File: src/rtl/mem_arb_pkg.sv
// Shared types and constants for the memory port arbiter: FSM encoding,
// requester ids and a helper for sizing counters from their maximum value.
package mem_arb_pkg;

  typedef enum logic {
    IDLE = 1'b0,
    WAIT = 1'b1
  } arb_state_e;

  typedef logic req_id_t;

  localparam req_id_t REQ_IF = 1'b0;
  localparam req_id_t REQ_D  = 1'b1;

  localparam int RD_LAT_MAX     = 7;
  localparam int STARVE_MAX_MAX = 15;

  // Bits needed to hold any value in 0..maxVal (at least one bit).
  function automatic int cntWidth(input int maxVal);
    return (maxVal < 2) ? 1 : $clog2(maxVal + 1);
  endfunction

endpackage

File: src/rtl/mem_arb_pick.sv
// Combinational winner select: data has priority unless fetch has already
// lost STARVE_MAX consecutive arbitrations.
module mem_arb_pick
  import mem_arb_pkg::*;
#(
  parameter int STARVE_MAX = 4,
  parameter int SCW        = cntWidth(STARVE_MAX)
) (
  input  logic           ifReq_i,
  input  logic           dReq_i,
  input  logic [SCW-1:0] starveCnt_i,
  output logic           grant_o,
  output req_id_t        winner_o
);

  logic starved;

  assign starved = (starveCnt_i == SCW'(STARVE_MAX));

  always_comb begin
    grant_o  = ifReq_i | dReq_i;
    winner_o = REQ_IF;
    if (dReq_i && !(ifReq_i && starved)) begin
      winner_o = REQ_D;
    end
  end

endmodule

File: src/rtl/mem_port_arbiter.sv
// Shares one single-ported memory between instruction fetch and data access,
// sequencing read latency and returning read data to the requester that owns it.
module mem_port_arbiter
  import mem_arb_pkg::*;
#(
  parameter int AW         = 32,
  parameter int DW         = 32,
  parameter int RD_LAT     = 1,
  parameter int STARVE_MAX = 4
) (
  input  logic          clk,
  input  logic          rst,
  input  logic          if_req,
  input  logic [AW-1:0] if_addr,
  output logic          if_gnt,
  output logic          if_rvalid,
  output logic [DW-1:0] if_rdata,
  input  logic          d_req,
  input  logic          d_we,
  input  logic [AW-1:0] d_addr,
  input  logic [DW-1:0] d_wdata,
  output logic          d_gnt,
  output logic          d_rvalid,
  output logic [DW-1:0] d_rdata,
  output logic [AW-1:0] mem_addr,
  output logic          mem_re,
  output logic          mem_we,
  output logic [DW-1:0] mem_wdata,
  input  logic [DW-1:0] mem_rdata
);

  localparam int LCW = cntWidth(RD_LAT);
  localparam int SCW = cntWidth(STARVE_MAX);

  arb_state_e     stateQ, stateD;
  logic [LCW-1:0] latCntQ, latCntD;
  logic [SCW-1:0] starveCntQ, starveCntD;
  req_id_t        ownerQ, ownerD;

  logic    pickValid;
  req_id_t pickWinner;
  logic    readDone;
  logic    arbOpen;
  logic    grantIf;
  logic    grantD;
  logic    grantRead;

  mem_arb_pick #(
    .STARVE_MAX(STARVE_MAX),
    .SCW       (SCW)
  ) u_pick (
    .ifReq_i    (if_req),
    .dReq_i     (d_req),
    .starveCnt_i(starveCntQ),
    .grant_o    (pickValid),
    .winner_o   (pickWinner)
  );

  // The memory is free in IDLE or in the last WAIT cycle; rst is active-low,
  // so grants are held off while it is low even though the inputs may request.
  assign readDone  = (stateQ == WAIT) && (latCntQ == LCW'(1));
  assign arbOpen   = rst && ((stateQ == IDLE) || readDone);
  assign grantIf   = arbOpen && pickValid && (pickWinner == REQ_IF);
  assign grantD    = arbOpen && pickValid && (pickWinner == REQ_D);
  assign grantRead = grantIf || (grantD && !d_we);

  always_ff @(posedge clk or negedge rst) begin
    if (!rst) begin
      stateQ     <= IDLE;
      latCntQ    <= '0;
      starveCntQ <= '0;
      ownerQ     <= REQ_IF;
    end else begin
      stateQ     <= stateD;
      latCntQ    <= latCntD;
      starveCntQ <= starveCntD;
      ownerQ     <= ownerD;
    end
  end

  always_comb begin
    stateD     = stateQ;
    latCntD    = latCntQ;
    starveCntD = starveCntQ;
    ownerD     = ownerQ;

    case (stateQ)
      IDLE: begin
        if (grantRead) begin
          stateD = WAIT;
        end
      end
      WAIT: begin
        if (readDone) begin
          stateD = grantRead ? WAIT : IDLE;
        end
      end
      default: stateD = IDLE;
    endcase

    if (stateQ == WAIT) begin
      latCntD = latCntQ - LCW'(1);
    end
    if (grantRead) begin
      latCntD = LCW'(RD_LAT);
      ownerD  = grantIf ? REQ_IF : REQ_D;
    end

    // Counts data wins that leave a fetch waiting; any fetch win or idle fetch resets it.
    if (!if_req || grantIf) begin
      starveCntD = '0;
    end else if (grantD && (starveCntQ != SCW'(STARVE_MAX))) begin
      starveCntD = starveCntQ + SCW'(1);
    end
  end

  always_comb begin
    if_gnt    = 1'b0;
    d_gnt     = 1'b0;
    if_rvalid = 1'b0;
    d_rvalid  = 1'b0;
    if_rdata  = '0;
    d_rdata   = '0;
    mem_addr  = '0;
    mem_re    = 1'b0;
    mem_we    = 1'b0;
    mem_wdata = '0;

    if (grantD) begin
      d_gnt    = 1'b1;
      mem_addr = d_addr;
      mem_re   = !d_we;
      mem_we   = d_we;
      if (d_we) begin
        mem_wdata = d_wdata;
      end
    end else if (grantIf) begin
      if_gnt   = 1'b1;
      mem_addr = if_addr;
      mem_re   = 1'b1;
    end

    if (readDone) begin
      if (ownerQ == REQ_IF) begin
        if_rvalid = 1'b1;
        if_rdata  = mem_rdata;
      end else begin
        d_rvalid = 1'b1;
        d_rdata  = mem_rdata;
      end
    end
  end

endmodule

File: config.mk
export PLATFORM = sky130hd
export DESIGN_NAME = mem_port_arbiter
export DESIGN_NICKNAME = d
export VERILOG_FILES = /design/src/rtl/mem_arb_pkg.sv /design/src/rtl/mem_arb_pick.sv /design/src/rtl/mem_port_arbiter.sv
export SDC_FILE = /design/constraint.sdc
export NUM_CORES = 1
export LEC_CHECK = 0
export ABC_AREA = 1
export BUFFER_PORTS_ARGS = -buffer_cell sky130_fd_sc_hd__clkbuf_2
export CORE_AREA = 2 2 103 105
export DETAILED_ROUTE_END_ITERATION = 16
export DIE_AREA = 0 0 105 107
export GPL_TIMING_DRIVEN = 0
export PLACE_DENSITY = 0.57
export SLEW_MARGIN = 15
export SYNTH_ARGS = -nofsm -noshare
export SYNTH_HDL_FRONTEND = slang
export SYNTH_SLANG_ARGS = --single-unit
File: constraint.sdc
create_clock -name clk -period 1.6 [get_ports clk]
set_clock_uncertainty 0.2 [all_clocks]
set_input_delay 0.16 -clock clk [delete_from_list [all_inputs] [get_ports clk]]
set_output_delay 0.16 -clock clk [all_outputs]
set_load 0.02 [all_outputs]
# ---- Word level (Yosys, flattened, before mapping)
# Cells that the tools add are included.
dict set report totals {
  word_cells 54
  out_inout_bits 134
  input_bits 133
  reg_bits 6
}
dict set report op_classes {
  n_reduce_logical 17
  n_mux 26
  n_eq_ne 2
  add_sub_neg 2
  bitwise_logic 3
}
# cell count
set op_table {}
lappend op_table {{32-bit two-way mux} 8}
lappend op_table {{1-bit two-way mux} 15}
lappend op_table {{1-bit logical AND} 9}
lappend op_table {{3-bit two-way mux} 2}
lappend op_table {{2-bit nonzero test} 2}
lappend op_table {{3-bit by 1-bit adder with 3-bit output (second input constant)} 1}
lappend op_table {{3-bit == test (second input constant)} 1}
lappend op_table {{1-bit logical NOT} 3}
lappend op_table {{1-bit logical OR} 3}
lappend op_table {{3-bit inequality test (second input constant)} 1}
lappend op_table {{1-bit inverter} 2}
lappend op_table {{1-bit one-hot mux with 2 select lines} 1}
lappend op_table {{1-bit bitwise OR} 1}
lappend op_table {{1-bit subtractor (second input constant)} 1}

# ---- Logic depth before layout (Yosys ltp)
dict set report logic_depth {
  word_depth 11
  depth_mapped 10
  ltp_nobuf 9
}

# ---- By module
# Synthesis repeated with hierarchy kept, for this count alone.
dict set report hier_totals {
  cells_unflattened 331
  hier_area_um2 1549.0
}
# mod seq_area_each_um2 cells_per_inst n_inst area_per_inst_um2
set modules_own_cells {}
lappend modules_own_cells {mem_port_arbiter 150.1 325 1 1522.7}
lappend modules_own_cells {mem_arb_pick 0.0 6 1 26.3}

# ---- Worst setup path before layout
# No wires, ideal clock.
dict set report synth_timing {
  path_type {register to output}
  startpoint {register stateQ}
  endpoint {output port d_rdata[10]}
  path_buffers 1
  path_slack_ns -0.167
  arrival_time_ns 1.407
  required_time_ns 1.240
  path_stages_with_launch 6
  path_cell_list {dfrtp_1 > nand2_1 > nor2_1 > inv_1 > clkbuf_1 > nor2_1}
}
dict set report synth_via {
  elab_chain_cells 2
}
# item line
set synth_rtl {}
lappend synth_rtl {{from (decl)} mem_port_arbiter.sv:35} ;# arb_state_e stateQ, stateD;
lappend synth_rtl {{from (signal assigned)} mem_port_arbiter.sv:74} ;# stateQ <= stateD;
lappend synth_rtl {{1-bit logical AND} mem_port_arbiter.sv:61} ;# assign readDone = (stateQ == WAIT) && (latCntQ == LCW'(1));
lappend synth_rtl {{32-bit two-way mux} mem_port_arbiter.sv:143} ;# if (readDone) begin
lappend synth_rtl {{to (decl)} mem_port_arbiter.sv:24} ;# output logic [DW-1:0] d_rdata,
# No other way between the ends.

# ---- Worst setup path after layout
dict set report layout_timing {
  startpoint {register starveCntQ[0]}
  endpoint {output port mem_addr[27]}
}
dict set report layout_via {
  elab_chain_cells 9
  word_cells_on_any_way 10
  cone_classes {eq/ne (1); mux (3); bitwise (1); reduce/logical (5)}
}
# item line
set layout_rtl {}
lappend layout_rtl {{from (decl)} mem_port_arbiter.sv:37} ;# logic [SCW-1:0] starveCntQ, starveCntD;
lappend layout_rtl {{from (signal assigned)} mem_port_arbiter.sv:76} ;# starveCntQ <= starveCntD;
lappend layout_rtl {{3-bit == test *} mem_arb_pick.sv:18} ;# assign starved = (starveCnt_i == SCW'(STARVE_MAX));
lappend layout_rtl {{1-bit logical AND *} mem_arb_pick.sv:23} ;# if (dReq_i && !(ifReq_i && starved)) begin
lappend layout_rtl {{1-bit logical NOT *} mem_arb_pick.sv:23}
lappend layout_rtl {{1-bit logical AND *} mem_arb_pick.sv:23}
lappend layout_rtl {{1-bit two-way mux *} mem_arb_pick.sv:23}
lappend layout_rtl {{1-bit inverter} mem_port_arbiter.sv:63} ;# assign grantIf = arbOpen && pickValid && (pickWinner == REQ_IF);
lappend layout_rtl {{1-bit logical AND} mem_port_arbiter.sv:63}
lappend layout_rtl {{32-bit two-way mux} mem_port_arbiter.sv:137} ;# end else if (grantIf) begin
lappend layout_rtl {{32-bit two-way mux *} mem_port_arbiter.sv:129} ;# if (grantD) begin
lappend layout_rtl {{to (decl)} mem_port_arbiter.sv:25} ;# output logic [AW-1:0] mem_addr,
# Mark *: on every way between the ends. The rest lies on a longest branch, timed or not.

==> impl_metrics.env <==
export IMPL_antenna_left=0
export IMPL_total_power_mw=3.988
export IMPL_dpl_hpwl_mm=6.721
export IMPL_cp_cell_sequence="inv_2 -> ha_4 -> nand3_4 -> nand2_4 -> inv_4 -> nand2_8 -> inv_8 -> clkbuf_16 -> nand2_2 -> nand2_4 -> clkbuf_8"
export IMPL_gp_congestion=0.7846
export IMPL_cts_tree="yes"
export IMPL_syn_area_um2=1470
export IMPL_power_frac_comb_pct=88.9
export IMPL_arrival_ns=1.65
export IMPL_ir_drop_mv=0.4091
export IMPL_ys_seq_area_share_pct=10.21
export IMPL_wl_mm=11.14
export IMPL_path_clk_slew_ns=0.04
export IMPL_diodes=0
export IMPL_p_sw_mw=1.912
export IMPL_placed_cells=726
export IMPL_violations="setup timing"
export IMPL_fin_crit_sh_pct=125.6
export IMPL_synth_seq_cells=6
export IMPL_cp_top_family="buffers and inverters"
export IMPL_path_max_fanout=9
export IMPL_clkPwrFrac_pct=5.6
export IMPL_drtIter0Drc=129
export IMPL_htree_levels=1
export IMPL_grt_overflow_total=0
export IMPL_rows=37
export IMPL_hold_path_class="input port to register"
export IMPL_syn_avg_cell_area_um2=4.524
export IMPL_rsz0062_at_grt="true"
export IMPL_area_delta_synth_final_pct=273.4
export IMPL_hold_violations=0
export IMPL_clk_path_buf_depth=2
export IMPL_die_area_um2=11240
export IMPL_grt_max_degree=11
export IMPL_required_ns=1.24
export IMPL_status="finished with violations"
export IMPL_tns_ns=-41.45
export IMPL_p_seq_share_pct=5.5
export IMPL_worst_path_max_delay_cell="dfrtp_1"
export IMPL_clk_latency_ns=0.22
export IMPL_end_kind="output port"
export IMPL_nNetsFinal=768
export IMPL_max_cap_violations=0
export IMPL_internal_power_mw=2.075
export IMPL_start_util_pct=14.57
export IMPL_numPortBuffers=265
export IMPL_postSynthCellCount=325
export IMPL_tightest_slew_ns=0.3764
export IMPL_crit_path_start_kind="register"
export IMPL_die_h_um=107
export IMPL_final_cell_count_no_fill=767
export IMPL_cts_root_buf="clkbuf_8"
export IMPL_drive_gt1_share_pct=79.71
export IMPL_clock_sinks=6
export IMPL_switching_share_pct=47.96
export IMPL_p_leak_nw=2.765
export IMPL_grt_pass1_vias=3073
export IMPL_first_pass_iters=4
export IMPL_wl_per_cell_um=14.53
export IMPL_ys_types=19
export IMPL_preCtsSetupSlack_ns=-0.2909
export IMPL_vias=3169
export IMPL_coreArea_um2=10090
export IMPL_max_stage_delay_ns=0.38
export IMPL_yosys_warnings=0
export IMPL_track_usage_pct=15.47
export IMPL_pin_count=267
export IMPL_max_slew_margin_pct=74.91
export IMPL_viasPerCell=4.132
export IMPL_setup_viol=134
export IMPL_cts_buffers=3
export IMPL_path_buf_inv=5
export IMPL_fmax_mhz=497.5
export IMPL_crit_top_cell="nand2_4"
export IMPL_fin_ws_ns=-0.4099
export IMPL_fin_util_pct=54.40
export IMPL_syn_nets=460
export IMPL_grt_pass1_wl_mm=14.43
export IMPL_maxSlewViolCount=0
export IMPL_period_needed_ns=2.010
export IMPL_path_class="register to output port"
export IMPL_dieWidth_um=105
export IMPL_antenna_found_initial=0
export IMPL_drc=0
export IMPL_powerDensity_nw_per_um2=726.3
-- cells in the final DEF, fill, tap and decap left out, types with 6 or more instances in the layout --
| master | n |
|---|---|
| nand2_2 | 64 |
| buf_4 | 21 |
| nor2_4 | 86 |
| clkbuf_8 | 38 |
| inv_1 | 35 |
| buf_6 | 54 |
| nand2_4 | 7 |
| clkbuf_2 | 153 |
| dfrtp_1 | 6 |
| nand2_1 | 69 |
| nor2_2 | 13 |
| buf_12 | 7 |
| clkbuf_16 | 9 |
| buf_8 | 37 |
-- layout make-up --
| type | count | area (µm²) |
|---|---|---|
| fill | 891 | 4602 |
| timing repair buffer | 304 | 2744 |
| multi-input combinational | 256 | 1944 |
| buffer | 18 | 247.7 |
| inverter | 44 | 192.7 |
| tap | 136 | 170.2 |
| sequential | 6 | 150.1 |
| clock buffer | 3 | 41.29 |
-- power by group through the flow --
| stage | clock network, mW | registers (mW) | logic [mW] |
|---|---|---|---|
| 6_report | 0.224 | 0.218 | 3.55 |
| 5_1_grt | 0.238 | 0.225 | 3.72 |
| 4_1_cts | 0.231 | 0.219 | 2.70 |
| 3_5_place_dp | 0 | 0.214 | 1.85 |
| 3_3_place_gp | 0 | 0.213 | 1.83 |
| 2_1_floorplan | 0 | 0.209 | 1.20 |
-- registers in the layout, indices dropped and copies added, names as in the netlist --
| name | cells |
|---|---|
| latCntQ | 1 |
| stateQ | 1 |
| ownerQ | 1 |
| starveCntQ | 3 |
-- synthesized netlist by cell type --
cell / n / area share (%)
nor2_1: 101 / 26
buf_2: 3 / 1.0
a21oi_1: 2 / 0.68
nand2_2: 3 / 1.3
ha_1: 2 / 1.7
buf_6: 6 / 4.6
inv_2: 1 / 0.26
nor2_8: 1 / 1.4
nand3_1: 3 / 1.0
xor2_1: 1 / 0.60
inv_1: 41 / 10
inv_4: 2 / 0.85
nor2_2: 1 / 0.43
nand2_4: 1 / 0.77
o22ai_1: 1 / 0.43
clkbuf_1: 10 / 2.6
nand2_1: 137 / 35
dfrtp_1: 6 / 10
o21ai_0: 3 / 1.0
-- worst paths after layout --
kind / from / endpoint / slack [ns] / cells past startpoint
worst max-delay path: starveCntQ[0] / mem_addr[27] / -0.41 / 11
worst min-delay path: if_req / starveCntQ[0] / 0.05 / 3
worst max register to register: starveCntQ[0] / ownerQ / -0.01 / 9
worst min register to register: stateQ / latCntQ / 0.33 / 1
max in group asynchronous: rst / latCntQ / 0.81 / 2
min in group asynchronous: rst / starveCntQ[0] / 0.19 / 2
-- cell families after synthesis --
logic type,share of synthesized area [%]
xor+xnor,0.5959
simple gates,65.62
fa+ha+maj,1.702
buf+inv,19.74
compound gates,2.128
flops,10.21
-- per-stage QoR --
| step | hold slack (ns) | cell area [µm²] |
|---|---|---|
| 3_5_place_dp | -0.1978 | 3386 |
| 5_1_grt | 0.07189 | 5490 |
| 2_1_floorplan | -0.3356 | 1889 |
| 6_report | 0.04607 | 5490 |
| 4_1_cts | 0.02516 | 4710 |
| 3_3_place_gp | -0.1946 | 3386 |
-- worst reg2reg max path, cell delays in order (launching register included) --
cell and delay (ns):
dfrtp_1 0.38, inv_2 0.09, ha_4 0.15, nand3_4 0.06
nand2_4 0.11, nand2_4 0.08, inv_8 0.10, clkbuf_16 0.15
buf_6 0.10, o22ai_1 0.05
-- timing repair --
item	in CTS	in global routing
cloned	5	6
hold buffers	1	0
pin swaps	12	11
setup endpoints to repair	134	135
endpoints found under the hold margin	6	0
resized for setup	279	225
buffers inserted	14	16
-- layer usage --
metal,global-route usage (%),part of all wire [%],vias up
li1,-,-,1547
met1,15.75,34,1444
met2,31.63,55,154
met3,2.371,6.8,24
met4,5.143,3.4,0
met5,0,0,-
Power figures use the tool's default switching activity.
